**config.mk**
```make
export PLATFORM = sky130hd
export DESIGN_NAME = suma_acc
export DESIGN_NICKNAME = d
export VERILOG_FILES = /design/src/rtl/suma_pkg.sv /design/src/rtl/suma_range_chk.sv /design/src/rtl/suma_acc.sv
export SDC_FILE = /design/constraint.sdc
export NUM_CORES = 1
export LEC_CHECK = 0
export ABC_AREA = 1
export CAP_MARGIN = 20
export CELL_PAD_IN_SITES_DETAIL_PLACEMENT = 0
export CELL_PAD_IN_SITES_GLOBAL_PLACEMENT = 2
export CORE_MARGIN = 8
export CORE_UTILIZATION = 28
export CTS_CLUSTER_SIZE = 28
export DETAILED_ROUTE_END_ITERATION = 7
export PLACE_DENSITY = 0.8
export SLEW_MARGIN = 40
export SYNTH_ARGS = -nofsm -noshare
export SYNTH_HDL_FRONTEND = slang
export SYNTH_SLANG_ARGS = --single-unit
```
**constraint.sdc**
```tcl
create_clock -name clk -period 3.8 [get_ports clk]
set_input_delay 0.57 -clock clk [delete_from_list [all_inputs] [get_ports clk]]
set_output_delay 0.57 -clock clk [all_outputs]
set_load 0.02 [all_outputs]
```
**src/rtl/suma_pkg.sv**
```systemverilog
// Shared definitions for the calculator add/subtract/accumulate datapath:
// op encoding, FSM state encoding and the decimal limit helper.
package suma_pkg;

  // Request opcodes as they arrive on the op port.
  typedef enum logic [1:0] {
    OP_ADD = 2'b00,
    OP_SUB = 2'b01,
    OP_ACC = 2'b10,
    OP_CLR = 2'b11
  } op_t;

  // Request lifecycle: accept, compute, present result.
  typedef enum logic [1:0] {
    ST_IDLE = 2'd0,
    ST_CALC = 2'd1,
    ST_HOLD = 2'd2
  } state_t;

  // 10**d, evaluated at elaboration to derive the decimal magnitude limit.
  function automatic logic [63:0] pow10(input int d);
    logic [63:0] r;
    r = 64'd1;
    for (int i = 0; i < d; i++) begin
      r = r * 64'd10;
    end
    return r;
  endfunction

endpackage

```
**src/rtl/suma_range_chk.sv**
```systemverilog
// Combinational range check of a widened signed sum against +/-max.
// Produces in_range and the value to report when out of range.
// Build option: SUMA_ACC_SAT_EN selects saturation to +/-max; without it
// an out-of-range result is reported as all ones.
module suma_range_chk #(
  parameter int WIDTH = 28
) (
  input  logic [WIDTH+1:0] i_s,
  input  logic [WIDTH-1:0] i_max,
  output logic             o_in_range,
  output logic [WIDTH-1:0] o_fix_val
);

  logic signed [WIDTH+1:0] w_max_pos;
  logic signed [WIDTH+1:0] w_max_neg;
  logic signed [WIDTH+1:0] w_s;

  assign w_s       = $signed(i_s);
  assign w_max_pos = $signed({2'b00, i_max});
  assign w_max_neg = -w_max_pos;

  // Inclusive window check on the widened sum, so no carry is lost.
  assign o_in_range = (w_s <= w_max_pos) && (w_s >= w_max_neg);

  // Replacement value; an out-of-range sum is never zero, so the sign bit
  // alone decides the clamp direction.
`ifdef SUMA_ACC_SAT_EN
  assign o_fix_val = w_s[WIDTH+1] ? w_max_neg[WIDTH-1:0] : i_max;
`else
  assign o_fix_val = '1;
`endif

endmodule

```
**src/rtl/suma_acc.sv**
```systemverilog
// Signed add/subtract/accumulate unit with valid/ready on both sides,
// a three-state sequencer, a running accumulator and a decimal range limit
// MAX = 10**DIGITS - 1.
// Build option: SUMA_ACC_SAT_EN (saturating out-of-range results; legacy
// all-ones error value when undefined).
//
// Handshake: a request transfers on a rising edge where valid_in and
// ready_in are both high; a result transfers on a rising edge where
// valid_out and ready_out are both high. Each side holds its payload
// stable while its valid is high and not yet accepted.
module suma_acc
  import suma_pkg::*;
#(
  parameter int WIDTH  = 28,
  parameter int DIGITS = 8
) (
  input  logic             clk,
  input  logic             rst,
  input  logic             valid_in,
  output logic             ready_in,
  input  logic [1:0]       op,
  input  logic [WIDTH-1:0] n1,
  input  logic [WIDTH-1:0] n2,
  output logic             valid_out,
  input  logic             ready_out,
  output logic [WIDTH-1:0] d_out,
  output logic             ovrflow,
  output logic             ovr_sticky,
  output logic [WIDTH-1:0] acc_out,
  output logic [1:0]       dbg_state
);

  localparam logic [63:0]      MAX_L = pow10(DIGITS) - 64'd1;
  localparam logic [WIDTH-1:0] MAX   = MAX_L[WIDTH-1:0];

  // MAX must be representable as a positive WIDTH-bit two's-complement value.
  if (MAX_L > ((64'd1 << (WIDTH - 1)) - 64'd1)) begin : g_max_chk
    $error("suma_acc: 10**DIGITS-1 does not fit in WIDTH-1 bits");
  end

  state_t           r_state;
  op_t              r_op;
  logic [WIDTH-1:0] r_n1;
  logic [WIDTH-1:0] r_n2;
  logic [WIDTH-1:0] r_d_out;
  logic             r_ovf;
  logic             r_sticky;
  logic [WIDTH-1:0] r_acc;

  logic [WIDTH+1:0] w_s;
  logic [WIDTH+1:0] w_a;
  logic [WIDTH+1:0] w_b;
  logic [WIDTH+1:0] w_acc;
  logic             w_in_range;
  logic [WIDTH-1:0] w_fix_val;

  assign w_a   = {{2{r_n1[WIDTH-1]}}, r_n1};
  assign w_b   = {{2{r_n2[WIDTH-1]}}, r_n2};
  assign w_acc = {{2{r_acc[WIDTH-1]}}, r_acc};

  // Widened sum for the latched request; two guard bits keep it exact.
  always_comb begin
    w_s = '0;
    case (r_op)
      OP_ADD:  w_s = w_a + w_b;
      OP_SUB:  w_s = w_a - w_b;
      OP_ACC:  w_s = w_acc + w_a;
      default: w_s = '0;
    endcase
  end

  suma_range_chk #(
    .WIDTH(WIDTH)
  ) u_range_chk (
    .i_s       (w_s),
    .i_max     (MAX),
    .o_in_range(w_in_range),
    .o_fix_val (w_fix_val)
  );

  // Sequencer plus request latch, result registers and accumulator.
  always_ff @(posedge clk or posedge rst) begin
    if (rst) begin
      r_state  <= ST_IDLE;
      r_op     <= OP_ADD;
      r_n1     <= '0;
      r_n2     <= '0;
      r_d_out  <= '0;
      r_ovf    <= 1'b0;
      r_sticky <= 1'b0;
      r_acc    <= '0;
    end else begin
      case (r_state)
        ST_IDLE: begin
          if (valid_in) begin
            r_op    <= op_t'(op);
            r_n1    <= n1;
            r_n2    <= n2;
            r_state <= ST_CALC;
          end
        end
        ST_CALC: begin
          r_d_out <= w_in_range ? w_s[WIDTH-1:0] : w_fix_val;
          r_ovf   <= ~w_in_range;
          if (!w_in_range) begin
            r_sticky <= 1'b1;
          end
          if (r_op == OP_ACC) begin
            if (w_in_range) begin
              r_acc <= w_s[WIDTH-1:0];
            end
`ifdef SUMA_ACC_SAT_EN
            else begin
              r_acc <= w_fix_val;
            end
`endif
          end
          // CLR always yields zero, which is in range, so this never
          // competes with the sticky set above.
          if (r_op == OP_CLR) begin
            r_acc    <= '0;
            r_sticky <= 1'b0;
          end
          r_state <= ST_HOLD;
        end
        ST_HOLD: begin
          if (ready_out) begin
            r_state <= ST_IDLE;
          end
        end
        default: r_state <= ST_IDLE;
      endcase
    end
  end

  assign ready_in   = (r_state == ST_IDLE);
  assign valid_out  = (r_state == ST_HOLD);
  assign d_out      = r_d_out;
  assign ovrflow    = r_ovf;
  assign ovr_sticky = r_sticky;
  assign acc_out    = r_acc;
  assign dbg_state  = r_state;

endmodule

```
==> results of run 1 <==
==> cell families (layout without fill, tap and decap cells) <==
family                     Yosys count  after routing  share of synthesized area
adders and majority gates           38             38                    0.05521
buffers and inverters              199            582                    0.09826
AOI/OAI and AO/OA                  179            179                     0.1200
DFF                                118            118                     0.3375
and+or+nand+nor                    746            747                     0.3880
xor gates and xnor gates             1              1                   0.001001
==> what timing repair did <==
| action | in CTS | in global routing |
|---|---|---|
| cloned | 1 | 3 |
| gates resized for setup | 67 | 99 |
| endpoints found under the setup margin | 58 | 58 |
| setup buffers | 9 | 15 |
| pin swaps | 16 | 49 |
==> worst max-delay path by stage <==
stage / startpoint / endpoint / slack (ns) / cells after the start
finish: r_n2[1] / acc_out[20] / -0.73 / 30
global route: r_n2[0] / acc_out[0] / -1.09 / 36
CTS: r_n2[1] / acc_out[20] / -0.66 / 34
detailed placement: r_n2[0] / acc_out[10] / -1.00 / 33
global placement: r_n2[2] / acc_out[5] / -0.99 / 30
floorplan: r_n2[0] / acc_out[27] / -0.13 / 32
==> metrics by stage <==
stage,cells,cell area [µm²],utilization,hold slack [ns],setup slack [ns]
3_3_place_gp,2001,12160,0.3964,0.4724,-0.9897
5_1_grt,2061,13680,0.4459,0.5142,-1.093
4_1_cts,2043,13110,0.4273,0.4945,-0.6560
3_5_place_dp,2001,12160,0.3964,0.4758,-1.004
6_report,2061,13680,0.4459,0.4897,-0.7280
2_1_floorplan,1281,8811,-,0.4528,-0.1266
==> registers in the layout, indices dropped and copies added, names as in the netlist <==
name	flops
acc_out	28
r_op	2
ovrflow	1
r_n1	28
d_out	28
dbg_state	2
ovr_sticky	1
r_n2	28
==> per-layer routing <==
metal | global-route usage | wire length (µm)
met1 | 0.2616 | 16950
met2 | 0.3157 | 16670
met3 | 0.02963 | 1310
met4 | 0.07844 | 1253
met5 | 0 | 0
==> cell type report <==
cell class | instances | area, µm² | area share
well taps | 396 | 495.5 | 0.03623
repair buffers | 395 | 3450 | 0.2522
multi-input cells | 965 | 5589 | 0.4087
inverters | 155 | 589.3 | 0.04309
clock inverters | 13 | 156.4 | 0.01144
clock buffers | 19 | 442.9 | 0.03239
flip-flops and latches | 118 | 2953 | 0.2159
==> cells in the final DEF, fill, tap and decap left out, types with 13 or more instances in the layout <==
cell type / n
nand2_1: 407
buf_4: 254
inv_1: 133
clkdlybuf4s50_1: 123
dfrtp_1: 118
nor2_1: 75
nand3_1: 70
o21ai_0: 57
nand2_2: 55
a21oi_1: 47
nand3_2: 39
ha_1: 27
nor2_2: 20
inv_2: 19
clkbuf_16: 19
nand4_1: 18
nor2_4: 16
a21oi_2: 16
nand3b_1: 14
a22oi_1: 13
==> worst max-delay path: cells and delay by family, from the launching register on <==
kind                     cells  cell delay [ns]
adder cells (fa/ha/maj)      2             0.51
AND/OR/NAND/NOR             18             1.93
AO/OA/AOI/OAI                5             1.02
buffers and inverters        5             0.57
flip-flops                   1             0.41
==> impl_metrics.env, run 1 <==
export IMPL_r2r_end="acc_out[20]"
export IMPL_worst_path_max_delay_cell="dfrtp_1"
export IMPL_reg2reg_depth=30
export IMPL_gp_congestion=0.8889
export IMPL_ctsHoldBuffers=0
export IMPL_final_setup_viol_count=58
export IMPL_fillers=3139
export IMPL_rows=64
export IMPL_final_setup_tns_ns=-39.00
export IMPL_cts_root_buffer="clkbuf_16"
export IMPL_synthesis_nets=1381
export IMPL_yosysWarnings=0
export IMPL_drc_errors=0
export IMPL_hold_depth=2
export IMPL_postRouteAntennaNets=0
export IMPL_yosysTopAreaCell="dfrtp_1"
export IMPL_start_util=0.2852
export IMPL_final_nets=1752
export IMPL_required_ns=4.12
export IMPL_wl_per_cell_um=17.56
export IMPL_min_to="r_n1[3]"
export IMPL_pin_count=124
export IMPL_rsz0062_at_grt="true"
export IMPL_portBuffers=123
export IMPL_first_pass_iters=5
export IMPL_synth_distinct_cells=46
export IMPL_cp_arrival_ns=4.84
export IMPL_skew_ns=0.01284
export IMPL_synth_cells=1281
export IMPL_cts_reportedPaths_clkPinSlew_ns=0.06
export IMPL_yosys_top_cells_area="dfrtp_1, nand2_1, inv_1"
export IMPL_cts_sinks=118
export IMPL_vias_per_cell=4.693
export IMPL_overflow=0
export IMPL_die_area_mm2=0.03716
export IMPL_status="finished, violations left"
export IMPL_yosysMostFrequentCell="nand2_1"
export IMPL_die_h_um=192.8
export IMPL_synthTopCellsByCount="nand2_1, inv_1, dfrtp_1"
export IMPL_period_minus_slack_ns=4.528
export IMPL_insertion_delay_ns=0.44
export IMPL_grt_pass1_wl_mm=55.67
export IMPL_worstSetupEndpointType="flip-flop"
export IMPL_crit_fanout=8
export IMPL_slew_headroom=0.4525
export IMPL_place_hpwl_mm=28.60
export IMPL_post_route_period_util=1.192
export IMPL_ys_seq_area_frac=0.3375
export IMPL_cpMostUsedCell="nand2_1"
export IMPL_vias=9672
export IMPL_numCtsBuffers=17
export IMPL_antenna_cells=0
export IMPL_die_w_um=192.8
export IMPL_synth_seq_cells=118
export IMPL_worstMarginPinSlew_ns=0.8193
export IMPL_netlist_area_leader_share=0.3375
export IMPL_r2r_start="r_n2[1]"
export IMPL_critPathKind="reg -> reg"
export IMPL_core_area_mm2=0.03067
export IMPL_drive_gt1_frac=0.3141
export IMPL_grt_use_total=0.1967
export IMPL_setup_slack_ns=-0.7280
export IMPL_hold_violations=0
export IMPL_grt_pass1_vias=9910
export IMPL_finalMaxSlewViolations=0
export IMPL_violations="setup timing"
export IMPL_cts_buffer_depth=2
export IMPL_hold_path_class="reg -> reg"
export IMPL_ff2ff_setup_slack_ns=-0.73
export IMPL_synth_enable_flop_cells=0
export IMPL_syn_area_per_cell_um2=6.829
export IMPL_synth_async_sr_flop_share=1.000
export IMPL_max_freq_ghz=0.2208
export IMPL_htreeDepth=4
export IMPL_antenna_found_initial=0
export IMPL_wl_mm=36.18
export IMPL_synth_main_ff_cell="dfrtp_1"
export IMPL_worst_setup_path_start_kind="flip-flop"
export IMPL_drt_initial_drc_count=714
export IMPL_hp_start="r_n1[3]"
export IMPL_synthToLayoutAreaGrowth_pct=56.32
export IMPL_synth_area_mm2=0.008748
export IMPL_grt_max_degree=60
export IMPL_cts_tree="built"
export IMPL_maxCapViolations=0
export IMPL_slowest_delay_ns=0.41
Power of run 1 is not shown: default switching activity piles up to over one toggle a cycle in this logic, so the estimate is an artifact.
==> inputs of run 2 (changes only) <==
CORE_MARGIN = 2   (was 8)
==> impl_metrics.env, run 2 (synthesis results as in run 1) <==
export IMPL_wl_per_cell_um=17.12
export IMPL_critPathKind="reg -> reg"
export IMPL_pin_count=124
export IMPL_synthToLayoutAreaGrowth_pct=55.92
export IMPL_postRouteAntennaNets=0
export IMPL_portBuffers=123
export IMPL_final_nets=1726
export IMPL_cts_tree="built"
export IMPL_cp_arrival_ns=4.88
export IMPL_die_area_mm2=0.03267
export IMPL_most_common_layout_cells="nand2_1, buf_4, inv_1"
export IMPL_grt_pass1_wl_mm=53.17
export IMPL_drive_gt1_frac=0.3152
export IMPL_final_setup_viol_count=58
export IMPL_maxCapViolations=0
export IMPL_worst_path_max_delay_cell="ha_2"
export IMPL_finalInstanceArea_mm2=0.01364
export IMPL_place_hpwl_mm=26.39
export IMPL_core_area_mm2=0.03067
export IMPL_rsz0062_at_grt="true"
export IMPL_drt_initial_drc_count=550
export IMPL_insertion_delay_ns=0.44
export IMPL_placedCellCount=1965
export IMPL_cts_sinks=118
export IMPL_grt_max_degree=62
export IMPL_antenna_cells=0
export IMPL_wl_mm=34.80
export IMPL_final_cells=2033
export IMPL_skew_ns=0.01364
export IMPL_met1_usage=0.2805
export IMPL_busiest_layer="met2"
export IMPL_worst_setup_path_start_kind="flip-flop"
export IMPL_cts_buffer_depth=2
export IMPL_cpMostUsedCell="nand3_2"
export IMPL_cts_reportedPaths_clkPinSlew_ns=0.06
export IMPL_start_util=0.2852
export IMPL_die_w_um=180.8
export IMPL_gp_congestion=0.8577
export IMPL_drc_errors=0
export IMPL_status="finished, violations left"
export IMPL_layout_commonest_cell="nand2_1"
export IMPL_antenna_found_initial=0
export IMPL_numCtsBuffers=17
export IMPL_vias=9578
export IMPL_dpl_cell_area_mm2=0.01190
export IMPL_grt_use_total=0.2120
export IMPL_hold_path_class="reg -> reg"
export IMPL_die_h_um=180.8
export IMPL_htreeDepth=4
export IMPL_cts_root_buffer="clkbuf_16"
export IMPL_overflow=0
export IMPL_worstSetupEndpointType="flip-flop"
export IMPL_crit_fanout=7
export IMPL_worstMarginPinSlew_ns=0.8970
export IMPL_post_route_period_util=1.199
export IMPL_hold_violations=0
export IMPL_slew_headroom=0.4013
export IMPL_slowest_delay_ns=0.43
export IMPL_finalMaxSlewViolations=0
export IMPL_max_freq_ghz=0.2195
export IMPL_first_pass_iters=5
export IMPL_grtUsageMet3=0.03628
export IMPL_violations="setup timing"
export IMPL_period_minus_slack_ns=4.556
export IMPL_grt_pass1_vias=9517
export IMPL_use_met2=0.3538
export IMPL_vias_per_cell=4.711
export IMPL_required_ns=4.12
export IMPL_setup_slack_ns=-0.7558
export IMPL_rows=64
-- run 2: cell types whose count changed in the layout (fill, tap and decap cells not counted), moves of 3 or more --
cell and change:
clkinvlp_4 -5, nand2_1 -25, buf_4 -35, buf_6 +6, nand2_4 +4, a21oi_2 -3
nand2_8 +3, a21oi_1 +4, nand3_2 +5, nand3_1 -5, nand2_2 +20
-- run 2: repair_timing --
action | CTS | global route
pin swaps | 33 | 75
cloned | 5 | 5
endpoints found under the setup margin | 58 | 58
hold buffers | 0 | 0
resized for setup | 80 | 114
buffers inserted | 18 | 10
-- run 2: stage by stage --
stage	util	setup WS (ns)	setup TNS (ns)	hold WS, ns
2_1_floorplan	-	-0.1266	-3.642	0.4528
3_3_place_gp	0.3880	-0.9268	-50.64	0.4722
6_report	0.4448	-0.7558	-38.58	0.4866
5_1_grt	0.4448	-1.069	-56.91	0.5131
3_5_place_dp	0.3880	-0.9427	-51.13	0.4710
4_1_cts	0.4253	-0.7332	-38.15	0.4922
-- run 2: layout make-up --
cell class                      instances  area [µm²]
Fill cell                            3129       17030
Sequential cell                       118        2953
Multi-Input combinational cell        967        5697
Clock inverter                          9       148.9
Timing Repair Buffer                  367        3287
Tap cell                              396       495.5
Inverter                              155       589.3
Clock buffer                           21       470.5
-- run 2: worst paths after layout --
path | end | from | slack (ns) | cells after the start
setup / recovery | acc_out[16] | r_n2[0] | -0.76 | 34
hold / removal | r_n1[3] | r_n1[3] | 0.49 | 2
setup reg to reg | acc_out[16] | r_n2[0] | -0.76 | 34
hold reg to reg | r_n1[3] | r_n1[3] | 0.49 | 2
max in group asynchronous | d_out[14] | rst | 2.54 | 3
min in group asynchronous | r_n2[13] | rst | 0.58 | 2
-- run 2: critical path: cells and delay by family (launching register included) --
kind                     cells  cell delay [ns]
buffers and inverters        6             0.80
flip-flops                   1             0.39
adder cells (fa/ha/maj)      1             0.43
AO/OA/AOI/OAI                4             0.35
AND/OR/NAND/NOR             23             2.47
-- run 2: per-layer routing --
layer / share of wire / up-vias
li1: - / 4831
met1: 0.47 / 4516
met2: 0.47 / 202
met3: 0.041 / 29
met4: 0.020 / 0
met5: 0 / -
Power of run 2 is left out for the same reason.
==> inputs of run 3 (changes only) <==
CORE_UTILIZATION = 31   (was 28)
PLACE_DENSITY = 0.83   (was 0.8)
clock period = 4.3 ns   (was 3.8 ns; I/O delays follow)
==> impl_metrics.env, run 3 (synthesis results as in run 1) <==
export IMPL_status="finished, violations left"
export IMPL_violations="setup timing"
export IMPL_skew_ns=0.009025
export IMPL_layout_commonest_cell="nand2_1"
export IMPL_grt_use_total=0.2329
export IMPL_cts_reportedPaths_clkPinSlew_ns=0.07
export IMPL_critPathCapture="acc_out[22]"
export IMPL_ctsHoldBuffers=0
export IMPL_critPathBufInv=5
export IMPL_critPathKind="reg -> reg"
export IMPL_worstSetupEndpointType="flip-flop"
export IMPL_required_ns=4.62
export IMPL_met1Wirelength_mm=15.99
export IMPL_cts_tree="built"
export IMPL_cts_buffer_depth=2
export IMPL_antenna_found_initial=0
export IMPL_finalMaxSlewViolations=0
export IMPL_wl_per_cell_um=17.37
export IMPL_grt_pass1_wl_mm=51.68
export IMPL_cp_arrival_ns=4.80
export IMPL_drc_errors=0
export IMPL_antenna_cells=0
export IMPL_period_minus_slack_ns=4.478
export IMPL_die_area_mm2=0.02958
export IMPL_wl_met2_mm=16.07
export IMPL_post_route_period_util=1.041
export IMPL_vias=9362
export IMPL_most_common_layout_cells="nand2_1, buf_4, inv_1"
export IMPL_setup_slack_ns=-0.1778
export IMPL_r2r_end="acc_out[22]"
export IMPL_pin_count=124
export IMPL_worst_setup_path_start_kind="flip-flop"
export IMPL_vias_per_cell=4.801
export IMPL_htreeDepth=4
export IMPL_hold_path_class="reg -> reg"
export IMPL_routed_top_layer="met4"
export IMPL_ff2ff_setup_slack_ns=-0.18
export IMPL_place_hpwl_mm=26.09
export IMPL_wl_met3_mm=1.259
export IMPL_drt_initial_drc_count=650
export IMPL_grt_max_degree=61
export IMPL_cts_root_buffer="clkbuf_16"
export IMPL_final_core_util=0.4665
export IMPL_slowest_delay_ns=0.45
export IMPL_die_h_um=172.0
export IMPL_core_area_mm2=0.02778
export IMPL_slew_headroom=0.4929
export IMPL_r2r_start="r_n2[2]"
export IMPL_numCtsBuffers=17
export IMPL_worstSetupPathDepth=33
export IMPL_postRouteAntennaNets=0
export IMPL_hold_violations=0
export IMPL_final_setup_viol_count=57
export IMPL_drive_gt1_frac=0.2805
export IMPL_grt_pass1_vias=9131
export IMPL_start_util=0.3149
export IMPL_portBuffers=123
export IMPL_insertion_delay_ns=0.43
export IMPL_startpoint="r_n2[2]"
export IMPL_rows=61
export IMPL_overflow=0
export IMPL_maxCapViolations=0
export IMPL_gp_congestion=0.8774
export IMPL_max_freq_ghz=0.2233
export IMPL_fillers=2926
export IMPL_cts_sinks=118
export IMPL_worstMarginPinSlew_ns=0.7606
export IMPL_wl_mm=33.88
export IMPL_crit_fanout=6
export IMPL_rsz0062_at_grt="true"
export IMPL_synthToLayoutAreaGrowth_pct=48.14
export IMPL_worst_path_max_delay_cell="dfrtp_2"
export IMPL_die_w_um=172.0
export IMPL_first_pass_iters=6
export IMPL_crit_family="simple AND/OR/NAND/NOR gates"
export IMPL_reg2reg_depth=33
export IMPL_final_nets=1659
==> run 3: cell types whose count changed in the layout (fill, tap and decap cells not counted), sizes merged <==
cell,before,now
buf,241,176
inv,156,160
clkbuf,24,21
clkinvlp,0,3
bufinv,4,2
nand2,472,470
==> run 3: worst min-delay path, delay by kind of cell, from the launching register on <==
| family | cells | cell delay (ns) |
|---|---|---|
| flops | 1 | 0.34 |
| simple gates | 2 | 0.11 |
==> run 3: area by class of cell <==
| cell class | count | area [µm²] | area share |
|---|---|---|---|
| clock inverters | 14 | 166.4 | 0.01284 |
| clock buffers | 18 | 439.2 | 0.03389 |
| flip-flops and latches | 118 | 2954 | 0.2279 |
| well taps | 378 | 473.0 | 0.03649 |
| repair buffers | 302 | 2715 | 0.2095 |
| inverters | 155 | 589.3 | 0.04547 |
| multi-input cells | 965 | 5623 | 0.4339 |
==> run 3: timing repair <==
item / CTS / global route
resized for setup: 61 / 134
setup endpoints to repair: 58 / 58
pin swaps: 15 / 37
gates cloned: 1 / 3
buffers inserted: 11 / 11
endpoints found under the hold margin: 0 / 0
==> run 3: worst min-delay path by stage <==
stage | start | end | cells after the start
floorplan | r_n1[0] | r_n1[0] | 2
global placement | r_n1[2] | r_n1[2] | 2
detailed placement | ovrflow | ovrflow | 2
CTS | ovrflow | ovrflow | 2
global route | r_n1[3] | r_n1[3] | 2
finish | ovrflow | ovrflow | 2
==> run 3: metrics by stage <==
step                instances  TNS [ns]  setup WS [ns]  instance area (µm²)  hold slack [ns]
global route             1950    -26.73        -0.5243                12960           0.5046
floorplan                1281         0         0.1967                 8748           0.4553
finish                   1950    -7.408        -0.1778                12960           0.4818
global placement         1892    -27.45        -0.5591                11370           0.4717
CTS                      1936    -8.885        -0.2068                12300           0.4855
detailed placement       1892    -26.67        -0.5532                11370           0.4672
==> run 3: per-layer routing <==
| layer | up-vias | global-route usage |
|---|---|---|
| met2 | 208 | 0.3894 |
| met4 | 0 | 0.05882 |
| li1 | 4694 | - |
| met5 | - | 0 |
| met1 | 4434 | 0.3202 |
| met3 | 26 | 0.02770 |
Power of run 3 is left out for the same reason.
